`src/rtl/ascon_pkg.sv`:
```
// Shared constants and types for the Ascon-Hash sponge controller.
package ascon_pkg;

   localparam logic [63:0] IV_HASH  = 64'h00400c0000000100;
   localparam logic [63:0] IV_HASHA = 64'h00400c0400000100;
   localparam logic [7:0]  PAD_BYTE = 8'h80;
   localparam logic [63:0] PAD_WORD = {PAD_BYTE, 56'h0};

   // Index 0 is x0, the rate word.
   typedef logic [4:0][63:0] ascon_state_t;

   typedef enum logic [2:0] {
      ST_IDLE,
      ST_INIT_PERM,
      ST_ABSORB,
      ST_ABS_PERM,
      ST_SQZ_PERM,
      ST_OUT
   } sponge_state_t;

endpackage

```
`src/rtl/ascon_pad.sv`:
```
// 10* padding of a big-endian message word: keep the top n bytes, put PAD_BYTE at byte n, zero below.
// For n >= 8 the word passes through unchanged.
module ascon_pad
   import ascon_pkg::*;
(
   input  logic [63:0] d,
   input  logic [3:0]  n,
   output logic [63:0] q
);

   always_comb begin
      // NOTE: q gets a default before the loop so no bit path can infer a latch.
      q = '0;
      for (int i = 0; i < 8; i++) begin
         if (4'(i) < n) begin
            q[63-8*i -: 8] = d[63-8*i -: 8];
         end else if (4'(i) == n) begin
            q[63-8*i -: 8] = PAD_BYTE;
         end
      end
   end

endmodule

```
`src/rtl/ascon_hash_sponge.sv`:
```
// Ascon-Hash sponge controller: owns x0..x4, absorbs and pads message words, sequences the external
// permutation core and squeezes the digest. Define ASCON_HASHA_EN to add the Ascon-Hasha mode (mode_a).
module ascon_hash_sponge
   import ascon_pkg::*;
#(
   parameter int OUT_WORDS = 4
) (
   input  logic        clk,
   input  logic        rst_n,
   input  logic        start,
   output logic        busy,
`ifdef ASCON_HASHA_EN
   input  logic        mode_a,
`endif
   input  logic        msg_valid,
   output logic        msg_ready,
   input  logic [63:0] msg_data,
   input  logic        msg_last,
   input  logic [3:0]  msg_bytes,
   output logic        dig_valid,
   input  logic        dig_ready,
   output logic [63:0] dig_data,
   output logic        dig_last,
   output logic        perm_en_p12,
   output logic        perm_en_p8,
   output logic [63:0] perm_x0_o,
   output logic [63:0] perm_x1_o,
   output logic [63:0] perm_x2_o,
   output logic [63:0] perm_x3_o,
   output logic [63:0] perm_x4_o,
   input  logic [63:0] perm_x0_i,
   input  logic [63:0] perm_x1_i,
   input  logic [63:0] perm_x2_i,
   input  logic [63:0] perm_x3_i,
   input  logic [63:0] perm_x4_i,
   input  logic        perm_done
);

   localparam logic [3:0] LAST_WORD = 4'(OUT_WORDS - 1);

   sponge_state_t state_q, state_d;
   ascon_state_t  x_q, x_d;
   ascon_state_t  perm_in;
   logic          pad_pending_q, pad_pending_d;
   logic [3:0]    cnt_q, cnt_d;
   logic          perm_gap_q;
   logic          in_perm, perm_hit, use_p8;
   logic [3:0]    bytes_eff;
   logic [63:0]   padded;
   logic [63:0]   start_iv;

   assign perm_in   = {perm_x4_i, perm_x3_i, perm_x2_i, perm_x1_i, perm_x0_i};
   assign bytes_eff = (msg_bytes > 4'd8) ? 4'd8 : msg_bytes;

   ascon_pad u_pad (
      .d (msg_data),
      .n (bytes_eff),
      .q (padded)
   );

   // The enable drops for one cycle after every done so the core restarts at round 0,
   // even when ABS_PERM hands straight over to SQZ_PERM.
   assign in_perm  = ((state_q == ST_INIT_PERM) || (state_q == ST_ABS_PERM) ||
                      (state_q == ST_SQZ_PERM)) && !perm_gap_q;
   assign perm_hit = in_perm && perm_done;

`ifdef ASCON_HASHA_EN
   logic mode_q;

   always_ff @(posedge clk or negedge rst_n) begin
      if (!rst_n) begin
         mode_q <= 1'b0;
      end else if ((state_q == ST_IDLE) && start) begin
         mode_q <= mode_a;
      end
   end

   assign start_iv = mode_a ? IV_HASHA : IV_HASH;
   // Hasha: init and the first squeeze use p12, every other permutation uses p8.
   assign use_p8   = mode_q && ((state_q == ST_ABS_PERM) ||
                                ((state_q == ST_SQZ_PERM) && (cnt_q != 4'd0)));
`else
   assign start_iv = IV_HASH;
   assign use_p8   = 1'b0;
`endif

   assign perm_en_p12 = in_perm && !use_p8;
   assign perm_en_p8  = in_perm && use_p8;

   always_comb begin
      state_d       = state_q;
      x_d           = x_q;
      pad_pending_d = pad_pending_q;
      cnt_d         = cnt_q;
      unique case (state_q)
         ST_IDLE: begin
            if (start) begin
               x_d           = '0;
               x_d[0]        = start_iv;
               pad_pending_d = 1'b0;
               cnt_d         = 4'd0;
               state_d       = ST_INIT_PERM;
            end
         end
         ST_INIT_PERM: begin
            if (perm_hit) begin
               x_d     = perm_in;
               state_d = ST_ABSORB;
            end
         end
         ST_ABSORB: begin
            if (msg_valid) begin
               if (!msg_last) begin
                  x_d[0]  = x_q[0] ^ msg_data;
                  state_d = ST_ABS_PERM;
               end else if (bytes_eff != 4'd8) begin
                  x_d[0]  = x_q[0] ^ padded;
                  state_d = ST_SQZ_PERM;
               end else begin
                  // A full final word still needs a block holding only the pad bit.
                  x_d[0]        = x_q[0] ^ msg_data;
                  pad_pending_d = 1'b1;
                  state_d       = ST_ABS_PERM;
               end
            end
         end
         ST_ABS_PERM: begin
            if (perm_hit) begin
               x_d = perm_in;
               if (pad_pending_q) begin
                  x_d[0]        = perm_x0_i ^ PAD_WORD;
                  pad_pending_d = 1'b0;
                  state_d       = ST_SQZ_PERM;
               end else begin
                  state_d = ST_ABSORB;
               end
            end
         end
         ST_SQZ_PERM: begin
            if (perm_hit) begin
               x_d     = perm_in;
               state_d = ST_OUT;
            end
         end
         ST_OUT: begin
            if (dig_ready) begin
               if (cnt_q == LAST_WORD) begin
                  state_d = ST_IDLE;
               end else begin
                  cnt_d   = cnt_q + 4'd1;
                  state_d = ST_SQZ_PERM;
               end
            end
         end
         default: state_d = ST_IDLE;
      endcase
   end

   always_ff @(posedge clk or negedge rst_n) begin
      if (!rst_n) begin
         // NOTE: the 320-bit state is reset as well: it drives the core inputs and dig_data directly.
         state_q       <= ST_IDLE;
         x_q           <= '0;
         pad_pending_q <= 1'b0;
         cnt_q         <= 4'd0;
         perm_gap_q    <= 1'b0;
      end else begin
         // NOTE: non-blocking assignments so every register samples pre-edge values.
         state_q       <= state_d;
         x_q           <= x_d;
         pad_pending_q <= pad_pending_d;
         cnt_q         <= cnt_d;
         perm_gap_q    <= perm_hit;
      end
   end

   assign busy      = (state_q != ST_IDLE);
   assign msg_ready = (state_q == ST_ABSORB);
   assign dig_valid = (state_q == ST_OUT);
   assign dig_last  = (state_q == ST_OUT) && (cnt_q == LAST_WORD);
   assign dig_data  = x_q[0];

   assign perm_x0_o = x_q[0];
   assign perm_x1_o = x_q[1];
   assign perm_x2_o = x_q[2];
   assign perm_x3_o = x_q[3];
   assign perm_x4_o = x_q[4];

   // Hardware folds msg_bytes > 8 to 8; a producer sending it is broken.
   a_msg_bytes_legal: assert property (@(posedge clk) disable iff (!rst_n)
      (msg_ready && msg_valid && msg_last) |-> (msg_bytes <= 4'd8));

endmodule

```
`config.mk`:
```
export PLATFORM = sky130hd
export DESIGN_NAME = ascon_hash_sponge
export DESIGN_NICKNAME = d
export VERILOG_FILES = /design/src/rtl/ascon_pkg.sv /design/src/rtl/ascon_pad.sv /design/src/rtl/ascon_hash_sponge.sv
export SDC_FILE = /design/constraint.sdc
export NUM_CORES = 1
export LEC_CHECK = 0
export ABC_AREA = 1
export ABC_CLOCK_PERIOD_IN_PS = 2100
export BUFFER_PORTS_ARGS = -buffer_cell sky130_fd_sc_hd__buf_2
export CORE_AREA = 4 4 304 306
export CTS_BUF_LIST = sky130_fd_sc_hd__clkbuf_4 sky130_fd_sc_hd__clkbuf_8
export DETAILED_ROUTE_END_ITERATION = 8
export DIE_AREA = 0 0 308 310
export PLACE_DENSITY_LB_ADDON = 0.12
export SLEW_MARGIN = 20
export SYNTH_ARGS = -nofsm -noshare
export SYNTH_HDL_FRONTEND = slang
export SYNTH_SLANG_ARGS = --single-unit
```
`constraint.sdc`:
```
create_clock -name clk -period 2.1 [get_ports clk]
set_input_delay 0.21 -clock clk [delete_from_list [all_inputs] [get_ports clk]]
set_output_delay 0.21 -clock clk [all_outputs]
set_load 0.05 [all_outputs]
```
Word-level counts from Yosys, hierarchy flattened
Cells that the tools add are included.
{"block": "classes", "mux": 47, "n_div": 0, "multipliers": 0, "shifts": 0, "n_bitwise": 3, "n_reduce_logical": 19, "n_addsub": 1, "n_eq_ne": 24, "order_cmp": 9}
{"operator": "$mux 320", "n": 3}
{"operator": "$pmux 256 s3", "n": 1}
{"operator": "$mux 64", "n": 4}
{"operator": "$pmux 64 s4", "n": 1}
{"operator": "$mux 8", "n": 16}
{"operator": "$xor 64x64->64", "n": 2}
{"operator": "$mux 3", "n": 10}
{"operator": "$pmux 3 s6", "n": 1}
{"operator": "$eq 3x4->1 const A", "n": 4}
{"operator": "$lt 3x4->1 const A", "n": 4}
{"operator": "$mux 4", "n": 4}
{"operator": "$ne 2x2->1 const B", "n": 7}
{"operator": "$reduce_and 6->1", "n": 2}
{"operator": "$reduce_bool 3->1", "n": 3}
{"operator": "$eq 2x4->1 const A", "n": 2}
{"operator": "$lt 1x4->1 const A", "n": 2}
{"operator": "$lt 2x4->1 const A", "n": 2}
{"operator": "$pmux 4 s2", "n": 1}
{"operator": "$reduce_and 4->1", "n": 2}
{"operator": "$eq 3x2->1 const B", "n": 2}
{"operator": "$eq 3x3->1 const B", "n": 2}
{"operator": "$ne 2x1->1 const B", "n": 3}
{"operator": "$mux 1", "n": 5}
{"operator": "$reduce_and 5->1", "n": 1}
{"operator": "16 further kinds", "n": 19}
{"block": "totals", "mem_count": 0, "rom_bits": 0, "register_bits": 329, "word_cells": 112, "mem_bits_rw": 0, "latch_bits": 0}

Longest topological paths before layout
Gate-level depths: netlist of the first run.
{"block": "depth", "word_depth": 10, "depth_mapped": 12, "depth_no_buf": 10}

Cells and area by module
From an unflattened synthesis of the first run, not the netlist that was laid out.
{"block": "hier_totals", "hier_cells": 2549, "hier_area_um2": 18017.3}
{"module": "ascon_hash_sponge", "area_each_um2": 17345.4, "n_inst": 1, "cells_per_inst": 2395}
{"module": "ascon_pad", "area_each_um2": 671.9, "n_inst": 1, "cells_per_inst": 154}

Worst setup path after synthesis of the first run
No wires, ideal clock.
{"block": "synth_timing", "path_type": "reg2reg", "startpoint": "register state_q[0]", "endpoint": "register x_q (netlist bit perm_x1_o[0])", "synth_period_minus_slack_ns": 1.921, "t_required_ns": 1.978, "path_stages_with_launch": 12, "arrival_ns": 1.798, "path_slack_ns": 0.179, "path_buffers": 4, "path_cell_list": "dfrtp_1 > buf_4 > nor2_4 > nand2_2 > or2_0 > buf_2 > nand2_1 > inv_2 > nand2_4 > buf_4 > buf_2 > o21ai_1"}
{"block": "synth_via", "elab_chain_cells": 7, "elab_cells_between_ends": 15, "classes_between": "6 x eq/ne; 1 x mux; 8 x reduce/logical"}
{"element": "from (decl)", "line_no": "ascon_hash_sponge.sv:41", "source": "sponge_state_t state_q, state_d;"}
{"element": "from (signal assigned)", "line_no": "ascon_hash_sponge.sv:169", "source": "state_q <= state_d;"}
{"element": "$eq 3x1->1 or $eq 3x2->1 (tied branches)", "line_no": "ascon_hash_sponge.sv:63, ascon_hash_sponge.sv:95"}
{"element": "$logic_or 1x1->1 (2 in a row)", "line_no": "ascon_hash_sponge.sv:63", "source": "assign in_perm = ((state_q == ST_INIT_PERM) || (state_q == ST_ABS_PERM) ||"}
{"element": "$logic_and 1x1->1", "line_no": "ascon_hash_sponge.sv:64", "source": "(state_q == ST_SQZ_PERM)) && !perm_gap_q;"}
{"element": "$logic_and 1x1->1", "line_no": "ascon_hash_sponge.sv:65", "source": "assign perm_hit = in_perm && perm_done;"}
{"element": "$ne 2x1->1 (no line) or $ne 2x2->1 (tied branches)"}
{"element": "$reduce_and 4->1 (no line)"}
{"element": "to (signal assigned)", "line_no": "ascon_hash_sponge.sv:163", "source": "x_q <= '0;"}
{"element": "to (signal assigned)", "line_no": "ascon_hash_sponge.sv:170", "source": "x_q <= x_d;"}
{"element": "to (decl)", "line_no": "ascon_hash_sponge.sv:42", "source": "ascon_state_t x_q, x_d;"}
Several ways; a longest one is shown, not always the timed one.
A chain may end at the register's enable or synchronous reset.

Worst setup path after layout of the first run
{"block": "layout_timing", "startpoint": "register state_q[0]", "endpoint": "output perm_en_p12"}
{"block": "layout_via", "elab_chain_cells": 4, "elab_cells_between_ends": 6, "classes_between": "3 x eq/ne; 3 x reduce/logical"}
{"element": "$eq 3x1->1 or $eq 3x2->1 (tied branches)", "line_no": "ascon_hash_sponge.sv:63"}
{"element": "$logic_or 1x1->1", "line_no": "ascon_hash_sponge.sv:63"}
{"element": "$logic_or 1x1->1 *", "line_no": "ascon_hash_sponge.sv:63"}
{"element": "$logic_and 1x1->1 *", "line_no": "ascon_hash_sponge.sv:64"}
{"element": "to (decl)", "line_no": "ascon_hash_sponge.sv:24", "source": "output logic perm_en_p12,"}
Every way passes the cells marked *; elsewhere a longest branch is shown, timed or not.

==> results of run 1 <==
==> layer usage <==
metal	share of wire (%)	vias to the layer above	global-route usage (%)
li1	-	8633	-
met3	6.3	124	3.46
met1	41	8178	16.7
met5	0	-	0
met4	3.1	0	5.06
met2	50	557	25.7
==> sequential cells by signal (all words and copies together) (netlist names) <==
signal,flops
cnt_q,4
dig_data,64
pad_pending_q,1
perm_gap_q,1
perm_x1_o,64
perm_x2_o,64
perm_x3_o,64
perm_x4_o,64
state_q,3
==> power by group through the flow <==
stage / logic [uW] / registers (uW) / clock network [uW]
3_3_place_gp: 24500 / 10100 / 0
2_1_floorplan: 11600 / 16400 / 0
3_5_place_dp: 24700 / 10100 / 0
5_1_grt: 28600 / 10300 / 7920
6_report: 26300 / 10000 / 7220
4_1_cts: 25600 / 10100 / 7610
==> kinds of logic (layout without fill, tap and decap cells) <==
logic type / Yosys count / after routing / synth area share (%)
flip-flops: 329 / 329 / 52.6
other: 1 / 3 / 0.0240
XOR/XNOR: 6 / 6 / 0.336
AO/OA/AOI/OAI: 377 / 377 / 12.4
buffers and inverters: 263 / 1462 / 9.13
adder cells (fa/ha/maj): 1 / 1 / 0.0800
AND/OR/NAND/NOR: 1010 / 1011 / 25.4
==> critical path: stages (launching register included) <==
cell and delay, ns:
dfrtp_2 0.42, nor2_4 0.14, nand2_4 0.09, nand2_8 0.09, inv_1 0.09, buf_6 0.13
nor2_4 0.08, buf_8 0.16
==> layout make-up <==
class	instances	share of cell area (%)
timing repair buffer	1267	34.0
sequential	329	31.0
multi-input combinational	1396	22.9
tap	1176	5.54
clock buffer	107	4.98
inverter	78	1.11
clock inverter	10	0.401
antenna	2	0.0188
==> cells in the mapped netlist <==
library cell / n
buf_1: 5
o21bai_1: 8
nand3_1: 95
nor3_1: 2
nand3b_1: 3
a21boi_1: 1
o21ai_0: 118
a21oi_1: 41
a21boi_0: 1
nor2_4: 1
o31ai_1: 2
ha_1: 1
or2_0: 1
conb_1: 1
xnor2_1: 3
nand2_4: 1
nand2_2: 2
clkbuf_1: 49
buf_6: 9
dfrtp_1: 329
buf_2: 34
or2_2: 1
a22oi_1: 7
nand2_1: 828
nor2_1: 67
nand4_1: 8
nand3_2: 1
buf_4: 88
o21ai_1: 199
inv_2: 3
inv_1: 75
xor2_1: 3
==> worst paths after layout <==
check                      cells past startpoint                   endpoint  slack [ns]
max reg2reg                                   13  perm_x2_o[57]$_DFFE_PN0P_        0.09
min                                            6   dig_data[32]$_DFFE_PN0P_        0.09
min in group asynchronous                      2  perm_x1_o[51]$_DFFE_PN0P_        0.19
min reg2reg                                    2  perm_x1_o[50]$_DFFE_PN0P_        0.48
max in group asynchronous                      3   perm_x4_o[5]$_DFFE_PN0P_        1.11
max                                            7                perm_en_p12        0.05
==> per-stage QoR <==
stage / cell area, sq um / setup WS [ns] / instances / utilization (%) / power [uW]
floorplan: 15600 / 0.179 / 1987 / - / 28000
global placement: 20800 / 0.121 / 3838 / 23.2 / 34600
detailed placement: 20800 / 0.110 / 3838 / 23.2 / 34800
CTS: 26200 / -0.0834 / 4346 / 29.3 / 43300
global route: 26600 / -0.0883 / 4365 / 29.6 / 46800
finish: 26600 / 0.0451 / 4365 / 29.6 / 43600
==> what timing repair did <==
action / 4_1_cts / 5_1_grt
setup buffers: 2 / 12
pin swaps: 1 / 4
resized for setup: 16 / 26
endpoints found under the setup margin: 4 / 80
endpoints found under the hold margin: 375 / 0
gates cloned: 1 / 5
hold buffers: 388 / 0
==> reports/metrics.cfg, run 1 <==
[floorplan]
dieArea_sq_um=95500
die_w_um=308
die_h_um=310
ios=785
rows=110
initial_core_util_pct=17.5
core_area_sq_um=89600

[synth]
syn_inst=1987
avgSynthCellArea_sq_um=7.87
synth_nets=2383
synth_top_area_share_pct=52.6
synth_seq_cells=329
seq_area_frac_synth_pct=52.6
synthTopCellsByArea=dfrtp_1, nand2_1, o21ai_1
synth_area_sq_um=15600
ys_warn_count=0
synth.distinct_cells=32
synth_top_area_cell=dfrtp_1

[timing]
hold_ws_ns=0.0851
tightest_slew_ns=0.668
finalSetupViolCount=0
final_max_slew_viol_count=0
tns_ns=0
rsz0062_at_grt=true
max_freq_ghz=0.487
min_period_over_period_pct=97.9
fin_skew_ns=0.0466
finalHoldViolCount=0
fin_crit_ns=2.05
relSlewSlack_pct=55.5

[grt]
grt_max_degree=100
antenna_found_initial=3
gr-total-overflow=0
grtUsageTotal_pct=14.3
grt_pass1_wl_um=107000
grt_pass1_vias=18200

[worst_setup_path]
timing.critical_path.arrival_ns=1.84
start_kind=register
cp_max_fo=4
critPathKind=reg -> out
worst_setup_path_end_kind=output port
crit_start=state_q[0]$_DFFE_PN0P_
r2r_start=state_q[0]$_DFFE_PN0P_
worst_ep_required_time_ns=1.89

[placed_design]
dp_hpwl_um=53400
gp_congestion=0.809
port_buffers=783

[run_status]
status=completed

[cells_and_area]
seq_area_sq_um=8240
layout.nets=3538
drive_gt1_share_pct=32.0
multi_input_area_sq_um=6090
final.fill_count=9740
most-common-layout-cells=nand2_1, buf_2, dlygate4sd3_1, dfrtp_1, o21ai_1
area_delta_synth_final_pct=69.8
final_common_cell=nand2_1

[power_and_ir_drop]
leakagePower_uw=0.0137
p_clk_share_pct=16.6
seqPwrFrac_pct=23.0
p_int_uw=20000
p_per_area_nw_per_um2=1640
power_frac_comb_pct=60.4
swShare_pct=54.1
power_switching_uw=23600
irDropWorstVdd_mv=0.748

[detailed_routing]
vias=17500
drc=0
drtIter0Drc=842
ant_nets=0
drt-vias-per-instance=4.01
avgRoutedWirePerCell_um=16.9
drt-total-wl_um=73700
firstDrtPassIters=5

[clock_tree]
cts-root-buf=clkbuf_8
clock_latency_ns=0.63
path_clk_slew_ns=0.05
cts_tree=done
clock_path_buffers=3
clock-sinks=329
cts.htree.levels=3
numCtsBuffers=70

[hold_path]
hp-start=msg_data[32]
hp-class=in -> reg

[flow_run]
maxCapViolCount=0

No activity file was read; power rests on OpenSTA's default activity.
==> inputs of run 2 (changes only) <==
--- a/config.mk
+++ b/config.mk
@@ -7,5 +7,4 @@
 export LEC_CHECK = 0
 export ABC_AREA = 1
-export ABC_CLOCK_PERIOD_IN_PS = 2100
 export BUFFER_PORTS_ARGS = -buffer_cell sky130_fd_sc_hd__buf_2
 export CORE_AREA = 4 4 304 306
==> constraint.sdc (replaced) <==
create_clock -name clk -period 2.1 [get_ports clk]
set_input_delay 0.21 -clock clk [delete_from_list [all_inputs] [get_ports clk]]
set_output_delay 0.21 -clock clk [all_outputs]
set_load 0.01 [all_outputs]
==> run 2 against run 1 <==
- via count down 0.34%
- combinational power down 30%
- clock power up 5.7%
- critical path depth unchanged
- first-iteration DRC count up 11%
- non-clock buffer count down 12
- worst setup slack better by 0.049 ns
- wire length down 1.0%
- fmax up 2.4%
- sequential power about the same
- critical path type is now reg -> reg
- critical endpoint is now dig_data[2]$_DFFE_PN0P_
- largest cell class unchanged
- highest routed layer is now met5
==> reports/metrics.cfg, run 2 (synthesis results as in run 1) <==
[floorplan]
rows=110  ; unchanged
die_w_um=308  ; unchanged
die_h_um=310  ; unchanged
core_area_sq_um=89600  ; unchanged
ios=785  ; unchanged
dieArea_sq_um=95500  ; unchanged
initial_core_util_pct=17.5  ; unchanged

[timing]
rsz0062_at_grt=true  ; unchanged
finalHoldViolCount=0  ; unchanged
fin_skew_ns=0.0361  ; was 0.0466 ns
relSlewSlack_pct=60.9  ; was 55.5%
min_period_over_period_pct=95.5  ; was 97.9%
tns_ns=0  ; unchanged
max_freq_ghz=0.499  ; was 0.487 GHz
fin_crit_ns=2.01  ; was 2.05 ns
worst_slack_ns=0.0942  ; was 0.0451 ns
final_max_slew_viol_count=0  ; unchanged
finalSetupViolCount=0  ; unchanged
tightest_slew_ns=0.580  ; was 0.668 ns

[worst_setup_path]
critPathKind=reg -> reg  ; was reg -> out
timing.critical_path.arrival_ns=2.55  ; was 1.84 ns
worst_ep_required_time_ns=2.65  ; was 1.89 ns
start_kind=register  ; unchanged
cp_max_fo=72  ; was 4
worst_setup_path_end_kind=register  ; was output port

[detailed_routing]
firstDrtPassIters=5  ; unchanged
vias=17400  ; was 17500
ant_nets=0  ; unchanged
drt-total-wl_um=73000  ; was 73700 um
drtIter0Drc=933  ; was 842
drc=0  ; unchanged
drt-vias-per-instance=4.00  ; was 4.01
avgRoutedWirePerCell_um=16.7  ; was 16.9 um

[clock_tree]
cts-root-buf=clkbuf_8  ; unchanged
cts_tree=done  ; unchanged
clock_latency_ns=0.63  ; about the same
clock-sinks=329  ; unchanged
numCtsBuffers=71  ; was 70
path_clk_slew_ns=0.06  ; was 0.05 ns
clock_path_buffers=3  ; unchanged
cts.htree.levels=3  ; unchanged

[placed_design]
port_buffers=783  ; unchanged
gp_congestion=0.806  ; was 0.809
dp_hpwl_um=52900  ; was 53400 um
placed_area_sq_um=20700  ; was 20800 sq um
place_ws_ns=0.0459  ; was 0.110 ns

[cells_and_area]
fin_area_sq_um=26400  ; was 26600 sq um
final_common_cell=nand2_1  ; unchanged
area_delta_synth_final_pct=69.0  ; was 69.8%
most-common-layout-cells=nand2_1, buf_2, dlygate4sd3_1, dfrtp_1, o21ai_1  ; unchanged
drive_gt1_share_pct=31.8  ; was 32.0%
final_util_pct=29.5  ; was 29.6%
layout.nets=3528  ; was 3538

[grt]
grt_max_degree=73  ; was 100
grtUsageTotal_pct=14.3  ; about the same
grt_pass1_wl_um=107000  ; about the same
gr-total-overflow=0  ; unchanged
grt_pass1_vias=18100  ; was 18200
antenna_found_initial=3  ; unchanged

[power_and_ir_drop]
power_uw=35900  ; was 43600 uW
leakagePower_uw=0.0136  ; was 0.0137 uW
p_per_area_nw_per_um2=1360  ; was 1640 nW/um^2
irDropWorstVdd_mv=0.845  ; was 0.748 mV

[flow_run]
maxCapViolCount=0  ; unchanged

[run_status]
status=completed  ; unchanged

[hold_path]
hp-class=in -> reg  ; unchanged

==> run 2: changes by cell type in the layout (fill, tap and decap cells not counted), sizes merged <==
cell | previous run | this run
buf | 874 | 862
clkbuf | 111 | 117
clkinvlp | 4 | 1
bufinv | 1 | 3
clkinv | 2 | 4
dlygate4sd3 | 388 | 389
nand2 | 832 | 833
==> run 2: path summary, 6_finish.rpt <==
kind                            slack (ns)  cells past startpoint                   endpoint                 startpoint
worst max-delay path                  0.09                      7    dig_data[2]$_DFFE_PN0P_     state_q[1]$_DFFE_PN0P_
worst min-delay path                  0.11                      5     state_q[1]$_DFFE_PN0P_                  msg_valid
worst max register to register        0.09                      7    dig_data[2]$_DFFE_PN0P_     state_q[1]$_DFFE_PN0P_
worst min register to register        0.47                      2  perm_x1_o[39]$_DFFE_PN0P_  perm_x1_o[39]$_DFFE_PN0P_
max in group asynchronous             1.16                      3   dig_data[32]$_DFFE_PN0P_                      rst_n
min in group asynchronous             0.13                      2  perm_x4_o[47]$_DFFE_PN0P_                      rst_n
==> run 2: per-stage QoR <==
stage               cells  hold WS (ns)
floorplan            1987       -0.0856
global placement     3826         0.203
detailed placement   3826         0.211
CTS                  4350      0.000227
global route         4362        0.0506
finish               4362         0.113
==> run 2: area by class of cell <==
class	instances	area, sq um
timing repair buffer	1255	8820
multi-input combinational	1397	6080
sequential	329	8240
clock buffer	114	1370
clock inverter	11	158
inverter	78	295
fill	9767	63200
tap	1176	1470
antenna	2	5.00
==> run 2: metal layers <==
metal,vias up,part of all wire (%),global-route usage [%]
met5,-,0.019,0
met3,125,5.8,3.54
met1,8170,41,16.6
met4,2,2.9,4.36
li1,8604,-,-
met2,531,50,25.8
==> run 2: power by group <==
group | switching (uW) | leakage [uW] | internal, uW
clock | 3130 | 0.000813 | 4500
sequential | 1560 | 0.00433 | 8480
combinational | 11300 | 0.00850 | 6920
total | 16000 | 0.0136 | 19900
==> run 2: what timing repair did <==
action,CTS,global route
endpoints found under the hold margin,585,0
cloned,1,5
resized for setup,10,23
pin swaps,2,3
hold buffers,392,0
buffers inserted,6,8
endpoints found under the setup margin,4,140
==> run 2: critical path, cell delays in order, from the launching register on <==
cell,delay [ns]
dfrtp_1,0.41
nor2_4,0.15
nand2_4,0.09
nand2_8,0.09
buf_12,0.31
a22oi_1,0.14
dlygate4sd3_1,0.57
o21ai_0,0.16
